File: src/rtl/pipeline_hazard_controller.sv
// Hazard controller for a 5-stage in-order pipeline.
// Resolves data-memory back-pressure, taken branches, load-use hazards and
// instruction-fetch gaps into stall/flush/freeze controls. It also keeps
// saturating stall/flush performance counters and a sticky dmem timeout flag.
module pipeline_hazard_controller #(
  parameter int TIMEOUT_CYCLES = 255,
  parameter int CNT_WIDTH      = 32
) (
  input  logic                 clk,
  input  logic                 rst_n,
  input  logic [3:0]           rs1_ID,
  input  logic [3:0]           rs2_ID,
  input  logic                 uses_rs1_ID,
  input  logic                 uses_rs2_ID,
  input  logic [3:0]           rd_EX,
  input  logic                 mem_read_EX,
  input  logic                 branch_taken_EX,
  input  logic                 dmem_busy,
  input  logic                 imem_valid,
  output logic                 stall,
  output logic                 invalid_IF,
  output logic                 pc_write_en,
  output logic                 pc_redirect,
  output logic                 bubble_ID_EX,
  output logic                 freeze_back,
  output logic                 timeout_err,
  output logic [CNT_WIDTH-1:0] stall_cycles,
  output logic [CNT_WIDTH-1:0] flush_count
);

  // The wait counter has to hold values up to TIMEOUT_CYCLES inclusive.
  localparam int WAIT_W = (TIMEOUT_CYCLES < 1) ? 1 : $clog2(TIMEOUT_CYCLES + 1);
  localparam logic [WAIT_W-1:0]    WAIT_MAX = WAIT_W'(TIMEOUT_CYCLES);
  localparam logic [WAIT_W-1:0]    WAIT_ONE = WAIT_W'(1);
  localparam logic [WAIT_W-1:0]    WAIT_ZERO = WAIT_W'(0);
  localparam logic [CNT_WIDTH-1:0] CNT_ONES = {CNT_WIDTH{1'b1}};
  localparam logic [CNT_WIDTH-1:0] CNT_ONE  = CNT_WIDTH'(1);
  localparam logic [CNT_WIDTH-1:0] CNT_ZERO = CNT_WIDTH'(0);

  typedef enum logic [1:0] {
    ST_RUN    = 2'b00,
    ST_FREEZE = 2'b01,
    ST_ERROR  = 2'b10
  } state_t;

  state_t                state_r;
  state_t                state_nxt_s;
  logic [WAIT_W-1:0]     wait_r;
  logic [WAIT_W-1:0]     wait_nxt_s;
  logic                  set_err_s;
  logic                  timeout_err_r;
  logic                  load_use_s;
  logic [CNT_WIDTH-1:0]  stall_cycles_r;
  logic [CNT_WIDTH-1:0]  flush_count_r;

  // x0 is hardwired to zero, so a load targeting it never creates a hazard.
  assign load_use_s = mem_read_EX && (rd_EX != 4'd0) &&
                      ((uses_rs1_ID && (rs1_ID == rd_EX)) ||
                       (uses_rs2_ID && (rs2_ID == rd_EX)));

  // State register and dmem wait counter.
  always_ff @(posedge clk or negedge rst_n) begin
    if (!rst_n) begin
      state_r <= ST_RUN;
      wait_r  <= WAIT_ZERO;
    end else begin
      state_r <= state_nxt_s;
      wait_r  <= wait_nxt_s;
    end
  end

  // Next-state logic: FREEZE counts busy cycles, ERROR is only left through reset.
  always_comb begin
    state_nxt_s = state_r;
    wait_nxt_s  = wait_r;
    set_err_s   = 1'b0;
    case (state_r)
      ST_RUN: begin
        if (dmem_busy) begin
          state_nxt_s = ST_FREEZE;
          wait_nxt_s  = WAIT_ONE;
        end else begin
          state_nxt_s = ST_RUN;
          wait_nxt_s  = WAIT_ZERO;
        end
      end
      ST_FREEZE: begin
        if (dmem_busy) begin
          if (wait_r == WAIT_MAX) begin
            state_nxt_s = ST_ERROR;
            set_err_s   = 1'b1;
          end else begin
            wait_nxt_s  = wait_r + WAIT_ONE;
          end
        end else begin
          state_nxt_s = ST_RUN;
          wait_nxt_s  = WAIT_ZERO;
        end
      end
      ST_ERROR: begin
        state_nxt_s = ST_ERROR;
      end
      default: begin
        state_nxt_s = ST_RUN;
        wait_nxt_s  = WAIT_ZERO;
      end
    endcase
  end

  // Hazard outputs. A non-busy FREEZE cycle is resolved exactly like RUN.
  always_comb begin
    stall        = 1'b0;
    invalid_IF   = 1'b0;
    pc_write_en  = 1'b0;
    pc_redirect  = 1'b0;
    bubble_ID_EX = 1'b0;
    freeze_back  = 1'b0;
    if (!rst_n) begin
      invalid_IF   = 1'b1;
      bubble_ID_EX = 1'b1;
    end else begin
      case (state_r)
        ST_RUN, ST_FREEZE: begin
          if (dmem_busy) begin
            stall       = 1'b1;
            freeze_back = 1'b1;
          end else if (branch_taken_EX) begin
            invalid_IF   = 1'b1;
            bubble_ID_EX = 1'b1;
            pc_redirect  = 1'b1;
            pc_write_en  = 1'b1;
          end else if (load_use_s) begin
            stall        = 1'b1;
            bubble_ID_EX = 1'b1;
          end else if (!imem_valid) begin
            invalid_IF   = 1'b1;
          end else begin
            pc_write_en  = 1'b1;
          end
        end
        ST_ERROR: begin
          stall       = 1'b1;
          freeze_back = 1'b1;
        end
        default: begin
          stall       = 1'b1;
          freeze_back = 1'b1;
        end
      endcase
    end
  end

  // Sticky timeout flag, set on the transition into ERROR.
  always_ff @(posedge clk or negedge rst_n) begin
    if (!rst_n) begin
      timeout_err_r <= 1'b0;
    end else if (set_err_s) begin
      timeout_err_r <= 1'b1;
    end else begin
      timeout_err_r <= timeout_err_r;
    end
  end

  // Saturating performance counters for stall cycles and branch flushes.
  always_ff @(posedge clk or negedge rst_n) begin
    if (!rst_n) begin
      stall_cycles_r <= CNT_ZERO;
      flush_count_r  <= CNT_ZERO;
    end else begin
      if (stall && (stall_cycles_r != CNT_ONES)) begin
        stall_cycles_r <= stall_cycles_r + CNT_ONE;
      end else begin
        stall_cycles_r <= stall_cycles_r;
      end
      if (pc_redirect && (flush_count_r != CNT_ONES)) begin
        flush_count_r <= flush_count_r + CNT_ONE;
      end else begin
        flush_count_r <= flush_count_r;
      end
    end
  end

  assign timeout_err  = timeout_err_r;
  assign stall_cycles = stall_cycles_r;
  assign flush_count  = flush_count_r;

endmodule

File: config.mk
export PLATFORM = sky130hd
export DESIGN_NAME = pipeline_hazard_controller
export DESIGN_NICKNAME = d
export VERILOG_FILES = /design/src/rtl/pipeline_hazard_controller.sv
export SDC_FILE = /design/constraint.sdc
export NUM_CORES = 1
export LEC_CHECK = 0
export BUFFER_PORTS_ARGS = -buffer_cell sky130_fd_sc_hd__buf_2
export CAP_MARGIN = 20
export CORE_ASPECT_RATIO = 1.75
export CORE_MARGIN = 2
export CORE_UTILIZATION = 58
export DETAILED_ROUTE_END_ITERATION = 8
export HOLD_SLACK_MARGIN = 0.02
export PLACE_DENSITY = 0.86
export SLEW_MARGIN = 5
export SYNTH_ARGS = -nofsm -noshare
export SYNTH_HDL_FRONTEND = slang
export SYNTH_SLANG_ARGS = --single-unit
File: constraint.sdc
create_clock -name clk -period 6.77 [get_ports clk]
set_clock_uncertainty 0.2 [all_clocks]
set_input_delay 0.3385 -clock clk [delete_from_list [all_inputs] [get_ports clk]]
set_output_delay 0.3385 -clock clk [all_outputs]
set_load 0.02 [all_outputs]
# After elaboration in Yosys (flattened, before gate mapping)
# Cells that the tools add are included.
dict set report op_classes {
  mux 39
  n_addsub 3
  bitwise_logic 1
  reduce_logical 11
  eq_ne 9
}
# operator count
set ops {}
lappend ops {{$add A32 B1 Y32 const B} 2}
lappend ops {{$ne A32 B32 Y1 const B} 2}
lappend ops {{$mux W1} 33}
lappend ops {{$pmux W8 S3} 1}
lappend ops {{$mux W8} 2}
lappend ops {{$add A8 B1 Y8 const B} 1}
lappend ops {{$eq A4 B4 Y1} 2}
lappend ops {{$eq A8 B8 Y1 const B} 1}
lappend ops {{$logic_and A1 B1 Y1} 6}
lappend ops {{$ne A3 B3 Y1 const B} 2}
lappend ops {{$pmux W2 S3} 1}
lappend ops {{$mux W2} 2}
lappend ops {{$reduce_bool A4 Y1} 1}
lappend ops {{$eq A2 B1 Y1 const B} 1}
lappend ops {{$eq A2 B2 Y1 const B} 1}
lappend ops {{$logic_not A2 Y1} 1}
lappend ops {{$reduce_and A2 Y1} 1}
lappend ops {{$reduce_or A2 Y1} 1}
lappend ops {{$logic_or A1 B1 Y1} 1}
lappend ops {{$not A1 Y1} 1}
dict set report totals {
  reg_bits 75
  wordCells 68
  out_inout_bits 71
}

# Logic depth before layout (Yosys ltp)
# Gate-level depths: netlist of run 1.
dict set report depth {
  ltp_word 10
  mapped_depth 8
  mapped_depth_nobuf 7
}

# Least setup slack after synthesis of run 1
# No wires, ideal clock.
dict set report synth_path {
  path_kind {input-to-output}
  start {in rd_EX[0]}
  end {out invalid_IF}
  arrival_ns 2.052
  t_required_ns 6.232
  path_slack_ns 4.179
  path_stages 6
  path_cell_list {o41a_1 and3_1 a211o_1 clkbuf_1 and2_1 a21oi_1}
}
dict set report synth_between {
  elab_chain_len 9
  elab_cells_between_ends 13
  cone_classes {2 x eq/ne; 5 x mux; 6 x reduce/logical}
}
# item line_no
set synth_lines {}
lappend synth_lines {{start: declaration} 15} ;# input logic [3:0] rd_EX,
lappend synth_lines {{$eq A4 B4 Y1 (on tied branches)} {58, 59}}
lappend synth_lines {{$logic_and A1 B1 Y1 (on tied branches)} {58, 59}}
lappend synth_lines {{$logic_or A1 B1 Y1} 58} ;# ((uses_rs1_ID && (rs1_ID == rd_EX)) ||
lappend synth_lines {{$logic_and A1 B1 Y1 *} 57} ;# assign load_use_s = mem_read_EX && (rd_EX != 4'd0) &&
lappend synth_lines {{$mux W1 *} 132} ;# end else if (load_use_s) begin
lappend synth_lines {{$mux W1 *} 127} ;# end else if (branch_taken_EX) begin
lappend synth_lines {{$mux W1 *} 124} ;# if (dmem_busy) begin
lappend synth_lines {{$mux W1 *} 122} ;# case (state_r)
lappend synth_lines {{$mux W1 *} 118} ;# if (!rst_n) begin
lappend synth_lines {{end: declaration} 21} ;# output logic invalid_IF,
# Mark *: on every way between the ends. The rest lies on a longest branch, timed or not.

# Final worst setup path of run 1
dict set report layout_path {
  start {in rst_n}
  end {out invalid_IF}
}
dict set report layout_between {
  elab_chain_len 1
}
# item line_no
set layout_lines {}
lappend layout_lines {{start: declaration} 10} ;# input logic rst_n,
lappend layout_lines {{$mux W1} 118}
# Every way passes these cells.

==> impl_metrics.json, run 1 <==
{
  "status": "completed",
  "setup_total_negative_slack_ns": 0,
  "cts_max_path_buffers": 2,
  "netlist-cell-type-count": 46,
  "leading_cell_types_in_the_layout_fill_and_taps_excluded": "sky130_fd_sc_hd__buf_2 (89), sky130_fd_sc_hd__dfrtp_1 (75), sky130_fd_sc_hd__xnor2_1 (63), sky130_fd_sc_hd__nand3_1 (37), sky130_fd_sc_hd__nand4_1 (30)",
  "worstRegToRegCells": 7,
  "postRouteWirelength_mm": 8.25,
  "timing.final.crit_share_pct": 54.6,
  "core_region_area_um2": 6230,
  "floorplan.die.height_um": 110,
  "critical_path.n_buffers_inverters": 3,
  "post_layout_nonfiller_instances": 542,
  "drt_drc_violations_left": 0,
  "clockRootBuffer": "sky130_fd_sc_hd__clkbuf_8",
  "via_count": 3100,
  "synth_area_per_cell_um2": 10.3,
  "syn_nets": 386,
  "gpl.final_weighted_congestion": 0.815,
  "grt_setup_unrepaired": "false",
  "fillerInstances": 487,
  "worst_setup_path_startpoint": "rst_n",
  "max_freq_mhz": 271,
  "dieArea_um2": 7140,
  "dp.final_hpwl_mm": 6.01,
  "final_common_cell": "sky130_fd_sc_hd__buf_2",
  "clock_sinks": 75,
  "min_path_type": "input pin to flip-flop",
  "synthesized_instance_count": 363,
  "setup.worst_path.end_class": "output pin",
  "final_core_util_pct": 71.9,
  "grt_pass1_wl_mm": 13.4,
  "crit_slowest_cell": "sky130_fd_sc_hd__a211o_1",
  "io_buffers": 90,
  "post_dr_wirelength_cell_um": 15.2,
  "number_of_max_cap_violations": 0,
  "r2r-start": "stall_cycles[1]",
  "synth-edff-count": 0,
  "final_nets": 481,
  "placed_cells": 526,
  "design_area_um2": 4480,
  "worst_slew_margin_rel_pct": 35.7,
  "warning_count_from_the_yosys_run": 0,
  "p_per_cell_area_nw_per_um2": 232,
  "yosys_register_bits": 75,
  "critical_path.cell_chain": "dlygate4sd3_1 > buf_4 > nor2b_1 > a211o_1 > and2_1 > a21oi_1 > buf_2",
  "drive_gt1_share_pct": 24.5,
  "hold_path_startpoint": "dmem_busy",
  "cts_tree": "done",
  "path_clk_slew_ns": 0.07,
  "vias_in_the_first_global_route": 3022,
  "placedInstanceArea_um2": 4250,
  "timing.final.hold_violations": 0,
  "period_minus_slack_ns": 3.69,
  "final-setup-viol-count": 0,
  "crit_fanout": 80,
  "p_leak_nw": 2.13,
  "pin_count_of_the_biggest_net_entering_global_routing": 81,
  "clkLatencyLatePin_ns": 0.36,
  "io_pins": 91,
  "core.rowCount": 38,
  "worst_hold_path.num_cells": 3,
  "vias_per_cell": 5.72,
  "crit_path_max_delay_family": "buffers and inverters",
  "antenna_cells": 0,
  "worst_ep_required_time_ns": 6.23,
  "initial_utilization_pct": 60.1,
  "count_of_h_tree_levels_built_during_cts": 3,
  "holdWs_ns": 0.121,
  "synth-async-reset-ratio_pct": 100,
  "dominantRegCellSynth": "sky130_fd_sc_hd__dfrtp_1",
  "ant_nets": 0,
  "holdPathEnd": "state_r[0]",
  "dr.first_iter.drc_count": 185,
  "firstDrtPassIters": 4,
  "critical_path.max_stage_delay_ns": 0.76,
  "setup.reg_to_reg.worst_slack_ns": 4.00,
  "cts-buffers-inserted": 9,
  "grt_overflow": 0,
  "startpoint_type": "input pin",
  "chipWidth_um": 64.8,
  "areaGrowthSynthToFinish_pct": 19.5,
  "tightest_slew_ns": 0.965,
  "grt_antenna_before_repair": 0,
  "regToRegEndpoint": "stall_cycles[1]",
  "seq_area_frac_synth_pct": 50.1,
  "global_route.usage.total_pct": 24.7,
  "post_synth_instance_area_um2": 3750,
  "maxSlewViolCount": 0,
  "ir_worst_vdd_mv": 0.239,
  "path_class": "input pin to output pin",
  "data_arrival_at_the_endpoint_of_the_critical_path_ns": 3.16
}
[registers in the layout, summed over array words and instances, names as in the netlist]
signal and cells:
flush_count 32, stall_cycles 32, wait_r 8, state_r 2, timeout_err 1
[Yosys cell counts (2+ instances only)]
cell	number	share of area (%)
sky130_fd_sc_hd__and2_1	3	0.50
sky130_fd_sc_hd__mux2_2	2	0.60
sky130_fd_sc_hd__nand3_1	37	4.9
sky130_fd_sc_hd__nand2_1	25	2.5
sky130_fd_sc_hd__nand4_1	30	5.0
sky130_fd_sc_hd__nor2b_1	3	0.50
sky130_fd_sc_hd__ha_1	3	1.0
sky130_fd_sc_hd__nor3_1	8	1.1
sky130_fd_sc_hd__nand4b_1	2	0.47
sky130_fd_sc_hd__dfrtp_1	75	50
sky130_fd_sc_hd__nor2_1	24	2.4
sky130_fd_sc_hd__inv_1	9	0.90
sky130_fd_sc_hd__nor4_1	7	1.2
sky130_fd_sc_hd__or3_1	3	0.50
sky130_fd_sc_hd__and3_1	13	2.2
sky130_fd_sc_hd__clkbuf_1	4	0.40
sky130_fd_sc_hd__a21o_1	3	0.60
sky130_fd_sc_hd__xnor2_1	63	15
sky130_fd_sc_hd__and4_1	3	0.70
sky130_fd_sc_hd__a21oi_1	8	1.1
sky130_fd_sc_hd__xor2_1	10	2.3
sky130_fd_sc_hd__o21ai_0	4	0.53
[kinds of logic after synthesis]
kind of cell	synth area share (%)
mux	0.601
buf+inv	2.14
flops	50.1
compound gates	4.44
xor+xnor	17.1
simple gates	24.7
fa+ha+maj	1.00
[power by group]
| part | switching (mW) | internal [mW] |
|---|---|---|
| combinational | 0.0955 | 0.0598 |
| sequential | 0.0435 | 0.477 |
| clock | 0.155 | 0.209 |
[layout make-up]
class / count / area (um2) / area share (%)
Clock buffer: 14 / 183 / 4.08
Clock inverter: 1 / 30.0 / 0.671
Inverter: 9 / 33.8 / 0.755
Multi-Input combinational cell: 272 / 1790 / 40.0
Sequential cell: 75 / 1880 / 41.9
Tap cell: 80 / 100 / 2.24
Timing Repair Buffer: 91 / 463 / 10.3
[metal layers]
metal / vias to the layer above / global-route usage [%] / share of wire, %
met1: 1522 / 28.5 / 40
met5: - / 0 / 0
met4: 0 / 12.3 / 1.8
met3: 12 / 7.01 / 5.0
met2: 88 / 41.8 / 53
li1: 1478 / - / -
[worst register-to-register path, cell delays in order, from the launching register on]
cell                      delay (ns)
sky130_fd_sc_hd__dfrtp_1        0.43
sky130_fd_sc_hd__ha_1           0.22
sky130_fd_sc_hd__nand3_1        0.11
sky130_fd_sc_hd__nor4_1         0.46
sky130_fd_sc_hd__nor3b_2        0.47
sky130_fd_sc_hd__nor2_2         0.23
sky130_fd_sc_hd__nand2_1        0.19
sky130_fd_sc_hd__mux2_2         0.35
[per-stage QoR]
stage	power, mW	setup WS (ns)
final	1.04	3.08
after global routing	1.08	2.73
after CTS	1.05	3.02
after detailed placement	0.683	3.56
after global placement	0.675	3.67
after floorplan	0.618	4.18
[repair_timing]
| item | 4_1_cts | 5_1_grt |
|---|---|---|
| hold endpoints to repair | 75 | 0 |
| hold buffers | 1 | 0 |
| gates resized for setup | 0 | 0 |
| buffers inserted | 0 | 0 |
[how the worst max path moves through the flow]
stage	slack, ns	to	cells past startpoint
2_1_floorplan	4.18	invalid_IF	6
3_3_place_gp	3.67	invalid_IF	6
3_5_place_dp	3.56	invalid_IF	6
4_1_cts	3.02	invalid_IF	7
5_1_grt	2.73	invalid_IF	7
6_report	3.08	invalid_IF	7
No activity file was read; power rests on OpenSTA's default activity.
==> run 2: changes to the inputs <==
Settings changed: CORE_UTILIZATION 58 to 48, PLACE_DENSITY 0.86 to 0.76.
Clock period 6.77 ns to 3.3 ns, I/O delays scaled along.
==> run 2 against run 1 <==
  * Clock power grew to 2.6 times the previous value
  * Highest routed layer unchanged
  * Sequential power grew 110%
  * Critical path depth is the same
  * Combinational power grew 110%
  * Count of clock-buffer cells in the layout shrank 3
  * Hold slack gained 0.13 ns
  * Total power grew 120%
  * Largest power group unchanged
==> impl_metrics.json, run 2 (synthesized netlist as in run 1, its figures left out) <==
{
  "number_of_max_cap_violations": 0,
  "cts_max_path_buffers": 2,
  "ant_nets": 0,
  "setup.worst_path.end_class": "flip-flop",
  "startpoint_type": "flip-flop",
  "path_clk_slew_ns": 0.06,
  "final-setup-viol-count": 0,
  "cts_tree": "done",
  "timing.final.crit_share_pct": 81.8,
  "timing.final.hold_violations": 0,
  "final_nets": 487,
  "p_total_mw": 2.34,
  "clock_sinks": 75,
  "dieArea_um2": 8550,
  "grt_use_met2_pct": 37.1,
  "critical_path.cell_chain": "ha_1 > nand3_1 > nor4_1 > nor3b_2 > nor2_2 > nand2_1 > mux2_2",
  "min_path_type": "flip-flop to flip-flop",
  "count_of_h_tree_levels_built_during_cts": 3,
  "postRouteWirelength_mm": 8.67,
  "cts-buffers-inserted": 9,
  "grt_antenna_before_repair": 0,
  "setup_total_negative_slack_ns": 0,
  "crit_slowest_cell": "sky130_fd_sc_hd__nor4_1",
  "power.share.switching_pct": 27.2,
  "pin_count_of_the_biggest_net_entering_global_routing": 75,
  "leading_cell_types_in_the_layout_fill_and_taps_excluded": "sky130_fd_sc_hd__buf_2 (89), sky130_fd_sc_hd__dfrtp_1 (75), sky130_fd_sc_hd__xnor2_1 (63), sky130_fd_sc_hd__nand3_1 (37), sky130_fd_sc_hd__nand4_1 (30)",
  "p_per_cell_area_nw_per_um2": 508,
  "dr.first_iter.drc_count": 184,
  "clock_power_share_pct": 40.3,
  "fillerInstances": 682,
  "initial_utilization_pct": 49.5,
  "gr-usage-met1_pct": 24.2,
  "post_dr_wirelength_cell_um": 15.6,
  "worst_ep_required_time_ns": 3.31,
  "io_buffers": 90,
  "global_route.usage.total_pct": 21.6,
  "areaGrowthSynthToFinish_pct": 22.9,
  "cellInternalPower_mw": 1.70,
  "firstDrtPassIters": 4,
  "core_region_area_um2": 7570,
  "antenna_cells": 0,
  "via_count": 3154,
  "floorplan.die.height_um": 121,
  "grt_pass1_wl_mm": 14.5,
  "status": "completed",
  "data_arrival_at_the_endpoint_of_the_critical_path_ns": 2.71,
  "max_freq_mhz": 370,
  "io_pins": 91,
  "clkLatencyLatePin_ns": 0.33,
  "clockRootBuffer": "sky130_fd_sc_hd__clkbuf_16",
  "maxSlewViolCount": 0,
  "power.share.combinational_pct": 14.0,
  "grtUsageMet3_pct": 6.15,
  "flop_pwr_share_pct": 45.7,
  "critical_path.max_stage_delay_ns": 0.48,
  "vias_in_the_first_global_route": 3179,
  "drt_drc_violations_left": 0,
  "path_class": "flip-flop to flip-flop",
  "grt_setup_unrepaired": "false",
  "grt_overflow": 0,
  "ir_worst_vdd_mv": 0.376,
  "p_leak_nw": 2.19,
  "p_switching_mw": 0.636,
  "post_layout_nonfiller_instances": 555,
  "crit_fanout": 16,
  "globalRoute.busiestLayer": "met2",
  "gpl.final_weighted_congestion": 0.842,
  "vias_per_cell": 5.68,
  "worst_slew_margin_rel_pct": 38.9,
  "chipWidth_um": 70.8,
  "holdWs_ns": 0.254,
  "dp.final_hpwl_mm": 6.34,
  "drive_gt1_share_pct": 24.8,
  "core.rowCount": 42,
  "tightest_slew_ns": 0.916,
  "period_minus_slack_ns": 2.70,
  "final_common_cell": "sky130_fd_sc_hd__buf_2",
  "placed_cells": 538
}
-- run 2: cell types whose count changed in the layout (fill, tap and decap cells not counted), sizes merged --
cell	delta
buf	+4
clkbuf	-3
clkinv	+2
dlygate4sd3	+2
-- run 2: power groups by stage --
| stage | logic (mW) | clock network [mW] | registers, mW |
|---|---|---|---|
| finish | 0.327 | 0.943 | 1.07 |
| global route | 0.357 | 1.00 | 1.08 |
| CTS | 0.332 | 0.963 | 1.07 |
| detailed placement | 0.328 | 0 | 1.08 |
| global placement | 0.323 | 0 | 1.07 |
| floorplan | 0.130 | 0 | 1.14 |
-- run 2: layout make-up --
type	count	area (um2)	area share (%)
repair buffers	97	513	11.1
flip-flops and latches	75	1880	40.7
clock inverters	3	40.0	0.869
clock buffers	11	243	5.27
inverters	9	33.8	0.733
multi-input cells	272	1790	38.8
well taps	88	110	2.39
-- run 2: critical path: cells and delay by family, from the launching register on --
| kind | cells | cell delay, ns |
|---|---|---|
| adder cells (fa/ha/maj) | 1 | 0.21 |
| multiplexers | 1 | 0.35 |
| AND/OR/NAND/NOR | 5 | 1.42 |
| flip-flops | 1 | 0.41 |
-- run 2: worst paths after layout --
check / start / end / slack, ns / cells after the start
max in group asynchronous: rst_n / stall_cycles[16] / 1.82 / 3
worst min-delay path: timeout_err / timeout_err / 0.25 / 1
worst min register to register: timeout_err / timeout_err / 0.25 / 1
worst max-delay path: stall_cycles[0] / stall_cycles[1] / 0.60 / 7
worst max register to register: stall_cycles[0] / stall_cycles[1] / 0.60 / 7
min in group asynchronous: rst_n / flush_count[29] / 0.47 / 3
-- run 2: per-layer routing --
layer	up-vias	wire length, um
met2	78	4660
met5	-	0
li1	1486	-
met4	0	204
met1	1573	3430
met3	17	378
-- run 2: timing repair --
action,in CTS,in global routing
hold buffers,3,0
gates resized for setup,0,0
setup buffers,0,0
hold endpoints to repair,76,0
-- run 2: through the flow --
stage,cell area (um2),worst slack [ns],util (%)
after floorplan,3750,0.920,-
after global placement,4290,0.825,56.7
after detailed placement,4290,0.684,56.7
after CTS,4610,0.617,60.9
after global routing,4610,0.463,60.9
final,4610,0.599,60.9
==> run 3: changes to the inputs <==
Clock period 3.3 ns to 2.4 ns, I/O delays scaled along.
==> run 3 against run 2 <==
  * Setup slack got worse by 0.48 ns
  * Critical path depth fell by 2
  * Final area rose by 4.3%
  * Largest cell class unchanged
  * Largest power group is now clock
  * Count of clock-buffer cells in the layout fell by 1
  * First-iteration DRC count fell by 14%
  * Via count fell by 0.60%
==> impl_metrics.json, run 3 (synthesized netlist as in run 1, its figures left out) <==
{
  "grt_setup_unrepaired": "false",
  "placedInstanceArea_um2": 4410,
  "met3_routed_wl_um": 439,
  "power.share.switching_pct": 26.3,
  "count_of_h_tree_levels_built_during_cts": 3,
  "initial_utilization_pct": 49.5,
  "firstDrtPassIters": 4,
  "setup_total_negative_slack_ns": 0,
  "grt_pass1_wl_mm": 14.8,
  "dieArea_um2": 8550,
  "postRouteWirelength_mm": 8.99,
  "core_region_area_um2": 7570,
  "holdWs_ns": 0.243,
  "timing.final.crit_share_pct": 95.2,
  "worst_ep_required_time_ns": 2.42,
  "final_core_util_pct": 63.5,
  "max_freq_mhz": 438,
  "final_nets": 503,
  "data_arrival_at_the_endpoint_of_the_critical_path_ns": 2.31,
  "worst_slew_margin_rel_pct": 38.3,
  "placement.setup.worst_slack_ns": 0.0538,
  "power.share.combinational_pct": 14.6,
  "placed_cells": 553,
  "p_leak_nw": 2.30,
  "cts_max_path_buffers": 2,
  "clock_sinks": 75,
  "gpl.final_weighted_congestion": 0.826,
  "global_route.usage.total_pct": 22.0,
  "drive_gt1_share_pct": 28.7,
  "via_count": 3135,
  "chipWidth_um": 70.8,
  "crit_fanout": 17,
  "final_common_cell": "sky130_fd_sc_hd__buf_2",
  "ant_nets": 0,
  "post_layout_nonfiller_instances": 573,
  "status": "completed",
  "p_switching_mw": 0.932,
  "cts-buffers-inserted": 9,
  "leading_cell_types_in_the_layout_fill_and_taps_excluded": "sky130_fd_sc_hd__buf_2 (89), sky130_fd_sc_hd__dfrtp_1 (75), sky130_fd_sc_hd__xnor2_1 (63), sky130_fd_sc_hd__nand3_1 (37), sky130_fd_sc_hd__nand4_1 (30)",
  "period_minus_slack_ns": 2.28,
  "flop_pwr_share_pct": 40.8,
  "ir_worst_vdd_mv": 0.766,
  "grt_antenna_before_repair": 0,
  "dp.final_hpwl_mm": 6.61,
  "io_buffers": 90,
  "clockRootBuffer": "sky130_fd_sc_hd__clkbuf_16",
  "setup_slack_ns": 0.115,
  "antenna_cells": 0,
  "met1_wire_length_mm": 3.55,
  "path_clk_slew_ns": 0.06,
  "p_total_mw": 3.54,
  "tightest_slew_ns": 0.925,
  "io_pins": 91,
  "critical_path.cell_chain": "ha_1 > nand3_1 > or4_4 > o31a_2 > mux2_2",
  "clock_power_share_pct": 44.5,
  "critical_path.max_stage_delay_ns": 0.53,
  "route.top_layer_used": "met4",
  "drt_drc_violations_left": 0,
  "vias_in_the_first_global_route": 3179,
  "setup.worst_path.end_class": "flip-flop",
  "cts_tree": "done",
  "dr.first_iter.drc_count": 159,
  "pin_count_of_the_biggest_net_entering_global_routing": 74,
  "path_class": "flip-flop to flip-flop",
  "p_per_cell_area_nw_per_um2": 736,
  "grt_overflow": 0,
  "startpoint_type": "flip-flop",
  "final-setup-viol-count": 0,
  "cellInternalPower_mw": 2.61,
  "post_dr_wirelength_cell_um": 15.7,
  "vias_per_cell": 5.47,
  "clkLatencyLatePin_ns": 0.34,
  "floorplan.die.height_um": 121,
  "min_path_type": "input pin to flip-flop",
  "core.rowCount": 42,
  "crit_slowest_cell": "sky130_fd_sc_hd__or4_4",
  "maxSlewViolCount": 0,
  "number_of_max_cap_violations": 0,
  "detailroute.wirelength.met2_mm": 4.83,
  "timing.final.hold_violations": 0,
  "design_area_um2": 4800,
  "areaGrowthSynthToFinish_pct": 28.3
}
==> run 3: changes by cell type in the layout (fill, tap and decap cells not counted) <==
cell / previous run / this run
sky130_fd_sc_hd__nor4_2: 1 / 2
sky130_fd_sc_hd__bufinv_16: 1 / 3
sky130_fd_sc_hd__clkinvlp_4: 0 / 1
sky130_fd_sc_hd__buf_4: 5 / 21
sky130_fd_sc_hd__a211o_1: 1 / 0
sky130_fd_sc_hd__nor2_1: 24 / 23
sky130_fd_sc_hd__clkbuf_1: 1 / 0
sky130_fd_sc_hd__o31a_2: 0 / 1
sky130_fd_sc_hd__inv_6: 0 / 1
sky130_fd_sc_hd__clkinv_2: 2 / 1
sky130_fd_sc_hd__nor2_2: 1 / 2
sky130_fd_sc_hd__o31a_1: 1 / 0
sky130_fd_sc_hd__a211o_2: 0 / 1
sky130_fd_sc_hd__nor4_1: 7 / 6
==> run 3: path summary, 6_finish.rpt <==
path | startpoint | to | slack, ns | cells after the start
worst max register to register | flush_count[0] | flush_count[1] | 0.12 | 5
worst max-delay path | flush_count[0] | flush_count[1] | 0.12 | 5
max in group asynchronous | rst_n | wait_r[7] | 0.95 | 3
worst min-delay path | branch_taken_EX | flush_count[21] | 0.24 | 5
worst min register to register | timeout_err | timeout_err | 0.25 | 1
min in group asynchronous | rst_n | flush_count[22] | 0.46 | 3
==> run 3: metal layers <==
| metal | up-vias | track usage [%] |
|---|---|---|
| met5 | - | 0 |
| met4 | 0 | 9.20 |
| met3 | 14 | 5.32 |
| met2 | 78 | 38.6 |
| met1 | 1517 | 25.2 |
| li1 | 1526 | - |
==> run 3: layout make-up <==
class	instances	area, um2
Multi-Input combinational cell	272	1800
Tap cell	88	110
Clock inverter	6	111
Timing Repair Buffer	113	633
Sequential cell	75	1880
Fill cell	661	2760
Clock buffer	10	239
Inverter	9	33.8
==> run 3: critical path: cells and delay by family (launching register included) <==
family                   cells  cell delay [ns]
AND/OR/NAND/NOR              2             0.65
AO/OA/AOI/OAI                1             0.48
flip-flops                   1             0.35
multiplexers                 1             0.32
adder cells (fa/ha/maj)      1             0.18
==> run 3: timing repair <==
action | in CTS | in global routing
endpoints found under the hold margin | 77 | 0
hold buffers | 3 | 0
resized for setup | 0 | 4
endpoints found under the setup margin | 0 | 18
setup buffers | 0 | 1
==> run 3: power groups by stage <==
stage	combinational (mW)	clock [mW]	sequential [mW]
final	0.518	1.58	1.44
after global routing	0.576	1.65	1.46
after CTS	0.523	1.60	1.44
after detailed placement	0.517	0	1.47
after global placement	0.504	0	1.46
after floorplan	0.178	0	1.56
